### src/rtl/rvm_mem_arbiter_if.sv
// rvm_mem_arbiter_if: bus bundle between the two requesters, the arbiter and
// the memory port.
//   m0_* / m1_* : requester handshake (req/addr/wen/wdata in, ack/error out)
//   rdata       : shared read data, valid only with the owning ack
//   mem_*       : single memory port (req/addr/wen/wdata out, rdata/ack/error in)
//   grant       : one-hot owner, 01 = m0, 10 = m1, 00 = idle
// Modports: slave = arbiter view, master = requester/memory-model view.
interface rvm_mem_arbiter_if #(
  parameter int AW = 32
);
  logic          m0_req, m0_ack, m0_error;
  logic [AW-1:0] m0_addr;
  logic [3:0]    m0_wen;
  logic [31:0]   m0_wdata;
  logic          m1_req, m1_ack, m1_error;
  logic [AW-1:0] m1_addr;
  logic [3:0]    m1_wen;
  logic [31:0]   m1_wdata;
  logic [31:0]   rdata;
  logic          mem_req, mem_ack, mem_error;
  logic [AW-1:0] mem_addr;
  logic [3:0]    mem_wen;
  logic [31:0]   mem_wdata;
  logic [31:0]   mem_rdata;
  logic [1:0]    grant;

  modport slave (
    input  m0_req, m0_addr, m0_wen, m0_wdata,
    input  m1_req, m1_addr, m1_wen, m1_wdata,
    input  mem_rdata, mem_ack, mem_error,
    output m0_ack, m0_error, m1_ack, m1_error, rdata,
    output mem_req, mem_addr, mem_wen, mem_wdata, grant
  );

  modport master (
    output m0_req, m0_addr, m0_wen, m0_wdata,
    output m1_req, m1_addr, m1_wen, m1_wdata,
    output mem_rdata, mem_ack, mem_error,
    input  m0_ack, m0_error, m1_ack, m1_error, rdata,
    input  mem_req, mem_addr, mem_wen, mem_wdata, grant
  );
endinterface

### src/rtl/rvm_mem_arbiter.sv
// rvm_mem_arbiter: shares one memory port between master 0 (core) and
// master 1 (debug/loader). One transaction at a time, grant held until the
// memory acks or errors, one IDLE bubble between transactions. A watchdog
// aborts a transaction with an error after MAX_WAIT cycles without mem_ack.
// Ports: clk, resetn (async active-low), bus (rvm_mem_arbiter_if.slave).
// Build option: RVM_ARB_ROUND_ROBIN_EN selects round-robin arbitration;
// without it m0 has fixed priority.
module rvm_mem_arbiter #(
  parameter int MAX_WAIT = 16,
  parameter int AW       = 32
) (
  input logic              clk,
  input logic              resetn,
  rvm_mem_arbiter_if.slave bus
);
  localparam logic [1:0] IDLE  = 2'd0;
  localparam logic [1:0] BUSY0 = 2'd1;
  localparam logic [1:0] BUSY1 = 2'd2;

  localparam int          CW   = $clog2(MAX_WAIT + 1);
  localparam logic [CW-1:0] WMAX = CW'(MAX_WAIT);

  logic [1:0]    state, state_nxt;
  logic [CW-1:0] wcnt;
  logic          busy0, busy1, busy, timeout, fail, done, pick1;
  logic [AW-1:0] addr_mux;

  always_comb begin
    busy0   = (state == BUSY0);
    busy1   = (state == BUSY1);
    busy    = busy0 | busy1;
    timeout = busy && (wcnt == WMAX);
    // error (bus or watchdog) takes precedence over a coincident ack
    fail    = busy && (bus.mem_error || timeout);
    done    = busy && bus.mem_ack && !fail;
  end

`ifdef RVM_ARB_ROUND_ROBIN_EN
  logic ptr;  // 0 = m0 preferred, 1 = m1 preferred
  assign pick1 = bus.m1_req && (!bus.m0_req || ptr);

  // pointer moves away only when the preferred master finishes
  always_ff @(posedge clk or negedge resetn) begin
    if (!resetn)
      ptr <= 1'b0;
    else if ((fail || done) && ((busy0 && !ptr) || (busy1 && ptr)))
      ptr <= ~ptr;
  end
`else
  assign pick1 = bus.m1_req && !bus.m0_req;
`endif

  always_comb begin
    state_nxt = state;
    case (state)
      IDLE:    if (bus.m0_req || bus.m1_req) state_nxt = pick1 ? BUSY1 : BUSY0;
      BUSY0,
      BUSY1:   if (fail || done) state_nxt = IDLE;
      default: state_nxt = IDLE;
    endcase
  end

  always_ff @(posedge clk or negedge resetn) begin
    if (!resetn) begin
      state <= IDLE;
      wcnt  <= '0;
    end else begin
      state <= state_nxt;
      // cleared while idle so every grant starts from zero; saturates at WMAX
      if (!busy)
        wcnt <= '0;
      else if (!bus.mem_ack && wcnt != WMAX)
        wcnt <= wcnt + 1'b1;
    end
  end

  always_comb begin
    addr_mux = busy0 ? bus.m0_addr : busy1 ? bus.m1_addr : '0;
  end

  assign bus.grant     = {busy1, busy0};
  assign bus.mem_req   = busy && !timeout;
  assign bus.mem_addr  = addr_mux;
  assign bus.mem_wen   = busy0 ? bus.m0_wen   : busy1 ? bus.m1_wen   : 4'h0;
  assign bus.mem_wdata = busy0 ? bus.m0_wdata : busy1 ? bus.m1_wdata : 32'h0;
  assign bus.m0_ack    = busy0 && done;
  assign bus.m1_ack    = busy1 && done;
  assign bus.m0_error  = busy0 && fail;
  assign bus.m1_error  = busy1 && fail;
  assign bus.rdata     = done ? bus.mem_rdata : 32'h0;
endmodule
### src/flat_wrapper.sv
// flat-port wrapper written by rule: the top's interface ports become plain ports
module rvm_mem_arbiter_flat 
#(
  parameter int MAX_WAIT = 16,
  parameter int AW       = 32
)
  (clk, resetn, bus_m0_req, bus_m0_addr, bus_m0_wen, bus_m0_wdata, bus_m1_req, bus_m1_addr, bus_m1_wen, bus_m1_wdata, bus_mem_rdata, bus_mem_ack, bus_mem_error, bus_m0_ack, bus_m0_error, bus_m1_ack, bus_m1_error, bus_rdata, bus_mem_req, bus_mem_addr, bus_mem_wen, bus_mem_wdata, bus_grant);
  rvm_mem_arbiter_if #(.AW(AW)) bus_i ();
  input logic clk;
  input logic resetn;
  input wire logic [$bits(bus_i.m0_req)-1:0] bus_m0_req;
  input wire logic [$bits(bus_i.m0_addr)-1:0] bus_m0_addr;
  input wire logic [$bits(bus_i.m0_wen)-1:0] bus_m0_wen;
  input wire logic [$bits(bus_i.m0_wdata)-1:0] bus_m0_wdata;
  input wire logic [$bits(bus_i.m1_req)-1:0] bus_m1_req;
  input wire logic [$bits(bus_i.m1_addr)-1:0] bus_m1_addr;
  input wire logic [$bits(bus_i.m1_wen)-1:0] bus_m1_wen;
  input wire logic [$bits(bus_i.m1_wdata)-1:0] bus_m1_wdata;
  input wire logic [$bits(bus_i.mem_rdata)-1:0] bus_mem_rdata;
  input wire logic [$bits(bus_i.mem_ack)-1:0] bus_mem_ack;
  input wire logic [$bits(bus_i.mem_error)-1:0] bus_mem_error;
  output wire logic [$bits(bus_i.m0_ack)-1:0] bus_m0_ack;
  output wire logic [$bits(bus_i.m0_error)-1:0] bus_m0_error;
  output wire logic [$bits(bus_i.m1_ack)-1:0] bus_m1_ack;
  output wire logic [$bits(bus_i.m1_error)-1:0] bus_m1_error;
  output wire logic [$bits(bus_i.rdata)-1:0] bus_rdata;
  output wire logic [$bits(bus_i.mem_req)-1:0] bus_mem_req;
  output wire logic [$bits(bus_i.mem_addr)-1:0] bus_mem_addr;
  output wire logic [$bits(bus_i.mem_wen)-1:0] bus_mem_wen;
  output wire logic [$bits(bus_i.mem_wdata)-1:0] bus_mem_wdata;
  output wire logic [$bits(bus_i.grant)-1:0] bus_grant;
  assign bus_i.m0_req = bus_m0_req;
  assign bus_i.m0_addr = bus_m0_addr;
  assign bus_i.m0_wen = bus_m0_wen;
  assign bus_i.m0_wdata = bus_m0_wdata;
  assign bus_i.m1_req = bus_m1_req;
  assign bus_i.m1_addr = bus_m1_addr;
  assign bus_i.m1_wen = bus_m1_wen;
  assign bus_i.m1_wdata = bus_m1_wdata;
  assign bus_i.mem_rdata = bus_mem_rdata;
  assign bus_i.mem_ack = bus_mem_ack;
  assign bus_i.mem_error = bus_mem_error;
  assign bus_m0_ack = bus_i.m0_ack;
  assign bus_m0_error = bus_i.m0_error;
  assign bus_m1_ack = bus_i.m1_ack;
  assign bus_m1_error = bus_i.m1_error;
  assign bus_rdata = bus_i.rdata;
  assign bus_mem_req = bus_i.mem_req;
  assign bus_mem_addr = bus_i.mem_addr;
  assign bus_mem_wen = bus_i.mem_wen;
  assign bus_mem_wdata = bus_i.mem_wdata;
  assign bus_grant = bus_i.grant;
  rvm_mem_arbiter #(.MAX_WAIT(MAX_WAIT), .AW(AW)) u_core (.clk(clk), .resetn(resetn), .bus(bus_i));
endmodule
### config.mk
export PLATFORM = sky130hd
export DESIGN_NAME = rvm_mem_arbiter_flat
export DESIGN_NICKNAME = d
export VERILOG_FILES = /design/src/rtl/rvm_mem_arbiter_if.sv /design/src/rtl/rvm_mem_arbiter.sv /design/src/flat_wrapper.sv
export SDC_FILE = /design/constraint.sdc
export NUM_CORES = 1
export LEC_CHECK = 0
export BUFFER_PORTS_ARGS = -buffer_cell sky130_fd_sc_hd__buf_4
export CAP_MARGIN = 40
export CORE_AREA = 2 2 110 112
export CTS_CLUSTER_DIAMETER = 200
export DETAILED_ROUTE_END_ITERATION = 8
export DIE_AREA = 0 0 112 114
export GPL_TIMING_DRIVEN = 0
export PLACE_DENSITY = 0.48
export SYNTH_ARGS = -nofsm -noshare
export SYNTH_HDL_FRONTEND = slang
export SYNTH_SLANG_ARGS = --single-unit
### constraint.sdc
create_clock -name clk -period 1.6 [get_ports clk]
set_input_delay 0.08 -clock clk [delete_from_list [all_inputs] [get_ports clk]]
set_output_delay 0.08 -clock clk [all_outputs]
set_load 0.01 [all_outputs]
==> metrics.txt, run 1 <==
kind of critical path flop to output pin; Pwr Density 1419 nW/µm²; initial antenna violation count 0; Post-DRT Antenna Nets 0; Tightest Hold Check Type input port to flop; Final period util 114.4%; fmax approximately 0.55 GHz; outcome finished, violations left; Synth Instances 313; CTS sink cnt 7; Least-Margin Pin Slew approximately 0.33 ns; Worst-Skew Late Latency 0.23 ns; worst vdd ir 0.6378 mV; nets@finish 828; Rel. slew slack 77.70%; final setup fails approximately 110; die area 12770 µm²; synthesized area 1660 µm²; I/O Buffers 280; grt ovf 0; I/O pin total 281; Post-synth top flop dfrtp_1; Crit path arrival time 1.75 ns; TritonRoute pass-1 iters 4; grt met2 use 33.05%; failing checks negative setup slack; total wire length 12360 µm; Finished Cell Area 5793 µm²; H-tree depth 1; sequential share of the synthesized area 10.55%; max-slew violations 0; CTS max path bufs 2; Syn Area/Cell 5.305 µm²; Worst Skew about 0.00094 ns; Die Y 114 µm; Required @ worst endpoint around 1.5 ns; CP max FO 8; Inserted Clock Buffers 3; Worst setup SP type flop; post-layout util 49.47%; Die Wd between 100 and 150 µm; layout cells sized above 1 77.16%; Max-Cap Viols 0; Root Driver clkbuf_16; post-placement cell area 3946 µm²; GR peak layer met2; vias in the first global route roughly 3400; Fin Setup TNS -14.76 ns; hold slack about 0.074 ns; Reg clk slew, reported paths about 0.04 ns; Period minus WS final 1.830 ns; number of flops mapped to enable cells by yosys 0; CTS tree built; n_diodes 0; GPL Wtd Cong approximately 0.85; post-DP HPWL 8593 µm; drt wl/cell 15.54 µm; Overall Power 8.222 mW; first-pass GRT wire length 17070 µm; met1 usage 17.99%; Initial Utilization between 10% and 20%; most common cell after layout, fill and taps aside buf_4; most frequent cells in the layout buf_4, nand2_1, buf_6; row count 40; syn nets about 490; drt initial violations 112; Final Hold Fails 0; area grow syn2layout 248.9%; Vias/cell 4.430; Synth async-reset ratio 100.0%; Core Region 11710 µm²; met3 layer usage reported by global route 2.497%; leakage roughly 2.8 nW; RSZ-0062 raised after global routing true; Yosys cell types 29; Critical Path Sink Type output pin; Setup WS post-layout -0.2304 ns; DRC viols 0; register bit total from synthesis 7; vias 3522; Global Route Usage Sum 16.44%; Synth Warn # 0; largest net degree at the start of global routing 11
-- layout make-up --
class | instances | area [µm²]
plain buffers | 28 | 469.2
clock buffers | 4 | 78.83
fillers | 1112 | 5918
inverters | 7 | 32.53
multi-input cells | 270 | 1891
flip-flops and latches | 7 | 175.2
well taps | 147 | 183.9
repair buffers | 332 | 2963
-- worst paths after layout --
check                                  end  slack, ns  cells after the start      startpoint
hold / removal             u_core.state[0]       0.07                      2      bus_m1_req
setup reg to reg            u_core.wcnt[0]      -0.16                     12  u_core.wcnt[0]
max in group asynchronous   u_core.wcnt[4]       1.26                      2          resetn
setup / recovery             bus_rdata[13]      -0.23                      8  u_core.wcnt[0]
hold reg to reg             u_core.wcnt[4]       0.57                      2  u_core.wcnt[4]
min in group asynchronous   u_core.wcnt[1]       0.21                      2          resetn
-- kinds of logic after synthesis --
kind of cell             share of synthesized area (%)
multiplexers                                     1.206
buffers and inverters                            9.269
adder cells (fa/ha/maj)                          3.768
flip-flops                                       10.55
XOR/XNOR                                        0.5276
AND/OR/NAND/NOR                                  49.51
AO/OA/AOI/OAI                                    25.17
-- flip-flops by register name, indices dropped and copies added, names as in the netlist --
name	cells
u_core.wcnt	5
u_core.state	2
-- cells in the mapped netlist (all sizes together) (2+ instances only) --
library cell  number  area share [%]
nor4               2            0.75
and2              33              12
or3                2            0.75
dfrtp              7              11
nand2b             2            0.75
a22o               3             1.6
clkbuf            20             4.5
ha                 5             3.8
o311ai             2             1.1
inv                7             1.6
nor2               4            0.90
a21boi             3             1.4
buf                9             3.2
nand2            137              31
mux2i              2             1.2
o21ai             67              20
-- worst max-delay path, stage by stage, from the launching register on --
cell and delay [ns]:
dfrtp_1 0.37, inv_2 0.06, ha_4 0.14, and4bb_4 0.22, nor3_4 0.16, buf_6 0.19, buf_8 0.12, and2_4 0.15
buf_6 0.10
-- what timing repair did --
item,in CTS,in global routing
buffers inserted,27,5
cloned,9,11
hold buffers,1,0
resized for setup,247,142
endpoints found under the hold margin,7,0
pin swaps,37,28
setup endpoints to repair,105,110
-- through the flow --
stage,instances,setup WS (ns)
floorplan,313,-0.04231
global placement,740,-0.7632
detailed placement,740,-0.8026
CTS,781,-0.2571
global route,795,-0.3004
finish,795,-0.2304
-- power by group --
part	internal (mW)	leakage, nW	switching (mW)
Combinational	4.25	2.70	3.30
Clock	0.332	0.0382	0.0972
Sequential	0.218	0.0944	0.0306
-- routing by layer --
metal | wire length (µm) | up-vias | share of wire (%)
met2 | 6789 | 184 | 55
met3 | 887 | 14 | 7.2
met1 | 4448 | 1628 | 36
li1 | - | 1696 | -
met4 | 233 | 0 | 1.9
met5 | 0 | - | 0
(Power assumes the default switching activity.)
==> run 2: changes to the inputs <==
Settings changed: HOLD_SLACK_MARGIN from default to 0.03, RECOVER_POWER from default to 50.
==> metrics.txt, run 2 (same netlist as run 1, synthesis figures left out) <==
I/O pin total 281; reg-to-reg setup timing slack -0.16 ns; Crit path arrival time 1.75 ns; vias 3522; TritonRoute pass-1 iters 4; Pwr Density about 1400 nW/µm²; Setup WS post-layout -0.2304 ns; Worst-Skew Late Latency 0.23 ns; Critical Path Sink Type output pin; Filler Cell Count 1111; register share of total power 3.0%; Period minus WS final 1.830 ns; post-DP HPWL 8593 µm; row count 40; reg2reg path depth 12; Worst Hold Depth 2; post-placement cell area approximately 4000 µm²; kind of critical path flop to output pin; drt wl/cell 15.55 µm; worst-path cell chain inv_2 > ha_4 > and4bb_4 > nor3_4 > buf_6 > buf_8 > and2_4 > buf_6; Vias/cell 4.430; initial antenna violation count 0; hold slack 0.07442 ns; Top reg by flops u_core.wcnt; worst flop-to-flop path startpoint u_core.wcnt[0]; Max-Cap Viols 0; Initial Utilization around 14%; die area 12770 µm²; Sw Ratio approximately two fifths; HP Start bus_m1_req; Pint 4.798 mW; Core Region 11710 µm²; CP max FO 8; Die Y ~110 µm; Finished Cell Area a little under 6000 µm²; outcome finished, violations left; CTS sink cnt 7; Largest delay share family, worst path simple AND/OR/NAND/NOR gates; vias in the first global route around 3400; dpl ws -0.8026 ns; largest registers u_core.wcnt (5), u_core.state (2); failing checks negative setup slack; grt ovf 0; Least-Margin Pin Slew 0.4496 ns; number of flip-flops in the largest register 5; H-tree depth 1; cell mode on critical path buf_6; area grow syn2layout 248.7%; Final period util 114.4%; WP buf/inv 4; CP max stage cell dfrtp_1; Root Driver clkbuf_16; layout cells sized above 1 77.01%; crit-path max cell delay 0.37 ns; fmax 0.5463 GHz; max-slew violations 0; Rel. slew slack 70.02%; nets@finish a little over 800; Post-DRT Antenna Nets 0; Worst setup SP type flop; Logic pwr share 91.8%; most frequent cells in the layout buf_4, nand2_1, buf_6; total wire length 12360 µm; worst vdd ir ~0.64 mV; n_diodes 0; footprint of the multi-input gates 1891 µm²; Global Route Usage Sum 16.44%; first-pass GRT wire length approximately 17000 µm; Worst Skew between 0.0009 and 0.001 ns; CTS tree built; Inserted Clock Buffers 3; GPL Wtd Cong around 0.85; I/O Buffers 280; Final Hold Fails 0; most common cell after layout, fill and taps aside buf_4; CTS max path bufs 2; P_sw 3.424 mW; largest net degree at the start of global routing 11; final setup fails 107; FF-to-FF End u_core.wcnt[0]; RSZ-0062 raised after global routing true; Storage cell area approximately 180 µm²; DRC viols 0; Fin Setup TNS -14.76 ns; Reg clk slew, reported paths around 0.040 ns; drt initial violations 112; Clk network pwr share 5.2%; Required @ worst endpoint 1.52 ns; Die Wd 112 µm; Endpoint, Worst Hold u_core.state[0]; leakage 2.826 nW; Tightest Hold Check Type input port to flop
==> run 2: cell count changes in the layout (fill, tap and decap cells not counted) <==
cell / previous run / this run
clkbuf_1: 1 / 2
buf_4: 263 / 262
==> run 2: worst max path at each step <==
stage                         start               to  slack, ns  cells after the start
floorplan           u_core.state[0]  bus_mem_addr[0]      -0.04                      6
global placement    u_core.state[0]  bus_mem_addr[8]      -0.76                      7
detailed placement  u_core.state[0]  bus_mem_addr[8]      -0.80                      7
CTS                 u_core.state[0]    bus_rdata[11]      -0.26                      9
global route         u_core.wcnt[0]    bus_rdata[13]      -0.30                      8
finish               u_core.wcnt[0]    bus_rdata[13]      -0.23                      8
==> run 2: final cells by class <==
cell class / instances / share of cell area (%)
Sequential cell: 7 / 3.026
Multi-Input combinational cell: 270 / 32.66
Timing Repair Buffer: 332 / 51.11
Buffer: 28 / 8.105
Inverter: 7 / 0.5619
Tap cell: 147 / 3.177
Clock buffer: 4 / 1.362
==> run 2: power groups by stage <==
stage / registers, mW / logic [mW] / clock network (mW)
final: 0.248 / 7.54 / 0.429
after global placement: 0.246 / 4.01 / 0
after global routing: 0.252 / 8.03 / 0.448
after CTS: 0.242 / 6.14 / 0.427
after detailed placement: 0.250 / 4.02 / 0
after floorplan: 0.242 / 1.90 / 0
==> run 2: stage by stage <==
step	power (mW)	cells	utilization, %
floorplan	2.140	313	-
global placement	4.253	740	33.70
detailed placement	4.273	740	33.70
CTS	6.805	781	43.69
global route	8.730	795	49.43
finish	8.221	795	49.43
==> run 2: routing by layer <==
layer / vias to the layer above / track usage (%) / share of wire [%]
met5: - / 0 / 0
met4: 0 / 3.821 / 1.9
met3: 14 / 2.497 / 7.2
met2: 184 / 33.05 / 55
met1: 1628 / 17.99 / 36
li1: 1696 / - / -
==> run 2: timing repair <==
action                                 4_1_cts  5_1_grt
pin swaps                                   37       28
setup buffers                               27        5
setup endpoints to repair                  105      110
resized for setup                          247      142
gates cloned                                 9       11
hold buffers                                 1        0
endpoints found under the hold margin        7        0
==> run 3: changes to the inputs <==
Settings changed: BUFFER_PORTS_ARGS -buffer_cell sky130_fd_sc_hd__buf_4 to default, DONT_BUFFER_PORTS from default to 1, PLACE_DENSITY 0.48 to 0.3.
==> metrics.txt, run 3 (same netlist as run 1, synthesis figures left out) <==
Core Region 11710 µm²; n_diodes 0; Levels on crit path 7; Worst-Skew Late Latency 0.23 ns; Worst setup SP type flop; Max-Cap Viols 0; Required @ worst endpoint 1.52 ns; Critical Path Sink Type output pin; RSZ-0062 raised after global routing true; layout cells sized above 1 79.34%; Tightest Hold Check Type input port to flop; number of flip-flops in the largest register 5; row count 40; Finished Cell Area around 4400 µm²; Clk network pwr share 5.7%; fmax between 0.5 and 0.6 GHz; TritonRoute pass-1 iters 4; Rel. slew slack 74.14%; Period minus WS final 1.783 ns; post-placement cell area 1854 µm²; max-slew violations 0; largest net degree at the start of global routing 11; CP max stage cell dfrtp_1; Final period util 111.4%; Die Y between 100 and 150 µm; DRC viols 0; Worst Hold Depth 2; die area between 10000 and 15000 µm²; post-DP HPWL between 7000 and 8000 µm; leakage 1.896 nW; register share of total power 3.3%; Die Wd 112 µm; vias about 2500; I/O Buffers 0; failing checks negative setup slack; placed insts approximately 460; CTS sink cnt 7; largest registers u_core.wcnt (5), u_core.state (2); total wire length 11230 µm; worst vdd ir about 0.90 mV; drt wl/cell 22.03 µm; Largest delay share family, worst path simple AND/OR/NAND/NOR gates; initial antenna violation count 0; Inserted Clock Buffers 3; outcome finished, violations left; Logic pwr share between 90% and 100%; area grow syn2layout 164.4%; Reg clk slew, reported paths 0.04 ns; CTS max path bufs 2; Least-Margin Pin Slew about 0.39 ns; crit-path max cell delay 0.37 ns; I/O pin total 281; Pwr Density 1724 nW/µm²; worst-path cell chain inv_2 > ha_2 > and4bb_4 > nor3_4 > buf_6 > clkbuf_16 > and2_4; non-filler cells, final between 500 and 600; reg2reg path depth 7; Initial Utilization around 14%; WP buf/inv 3; Top reg by flops u_core.wcnt; Root Driver clkbuf_16; CP max FO 7; Post-DRT Antenna Nets 0; Worst Skew 0.003916 ns; Final Hold Fails 0; Global Route Usage Sum 13.28%; dpl ws -0.8580 ns; Setup WS post-layout -0.1828 ns; first-pass GRT wire length ~13000 µm; Pint 3.672 mW; GPL Wtd Cong 0.8556; Sw Ratio about half; CTS tree built; Crit path arrival time 1.70 ns; P_sw a little under 4 mW; most common cell after layout, fill and taps aside o21ai_4; most frequent cells in the layout o21ai_4, nand2_4, nand2_1; H-tree depth 1; Vias/cell 4.920; vias in the first global route 2308; kind of critical path flop to output pin; grt ovf 0; drt initial violations 60; nets@finish 543; final setup fails just under 100
[run 3: changes by cell type in the layout (fill, tap and decap cells not counted), sizes merged]
cell	change
buf	-286
bufbuf	-1
dlygate4sd3	+2
[run 3: area by class of cell]
| cell class | count | area [µm²] |
|---|---|---|
| Tap cell | 147 | 183.9 |
| Sequential cell | 7 | 175.2 |
| Multi-Input combinational cell | 270 | 2791 |
| Buffer | 24 | 391.6 |
| Fill cell | 1140 | 7322 |
| Inverter | 7 | 37.54 |
| Timing Repair Buffer | 51 | 730.7 |
| Clock buffer | 4 | 78.83 |
[run 3: power groups by stage]
stage / logic, mW / registers (mW) / clock network (mW)
2_1_floorplan: 1.90 / 0.242 / 0
3_3_place_gp: 2.59 / 0.252 / 0
5_1_grt: 7.25 / 0.253 / 0.446
6_report: 6.88 / 0.248 / 0.433
4_1_cts: 4.88 / 0.244 / 0.434
3_5_place_dp: 2.61 / 0.251 / 0
[run 3: metal layers]
layer  track usage, %  vias up  share of wire, %
li1                 -     1123                 -
met1            14.64     1178                37
met2            26.34      189                53
met3            2.657       19               8.5
met4            2.520        0               2.0
met5                0        -                 0
[run 3: final timing paths]
check | from | to | slack, ns
worst min register to register | u_core.wcnt[4] | u_core.wcnt[4] | 0.58
min in group asynchronous | resetn | u_core.state[0] | 0.21
worst min-delay path | bus_mem_error | u_core.state[0] | 0.06
worst max register to register | u_core.wcnt[0] | u_core.state[0] | -0.13
max in group asynchronous | resetn | u_core.wcnt[3] | 1.12
worst max-delay path | u_core.wcnt[0] | bus_rdata[18] | -0.18
[run 3: repair_timing]
action	in CTS	in global routing
pin swaps	41	136
hold buffers	2	1
endpoints found under the hold margin	9	1
resized for setup	310	242
buffers inserted	15	18
setup endpoints to repair	105	108
gates cloned	5	9
[run 3: stage by stage]
stage	util, %	setup TNS, ns	power [mW]	hold WS, ns
after floorplan	-	-1.692	2.140	-0.2156
after global placement	15.75	-50.58	2.841	-0.2154
after detailed placement	15.83	-51.19	2.862	-0.2154
after CTS	26.32	-9.481	5.560	0.05629
after global routing	37.48	-15.18	7.947	0.07555
final	37.48	-9.586	7.566	0.06107
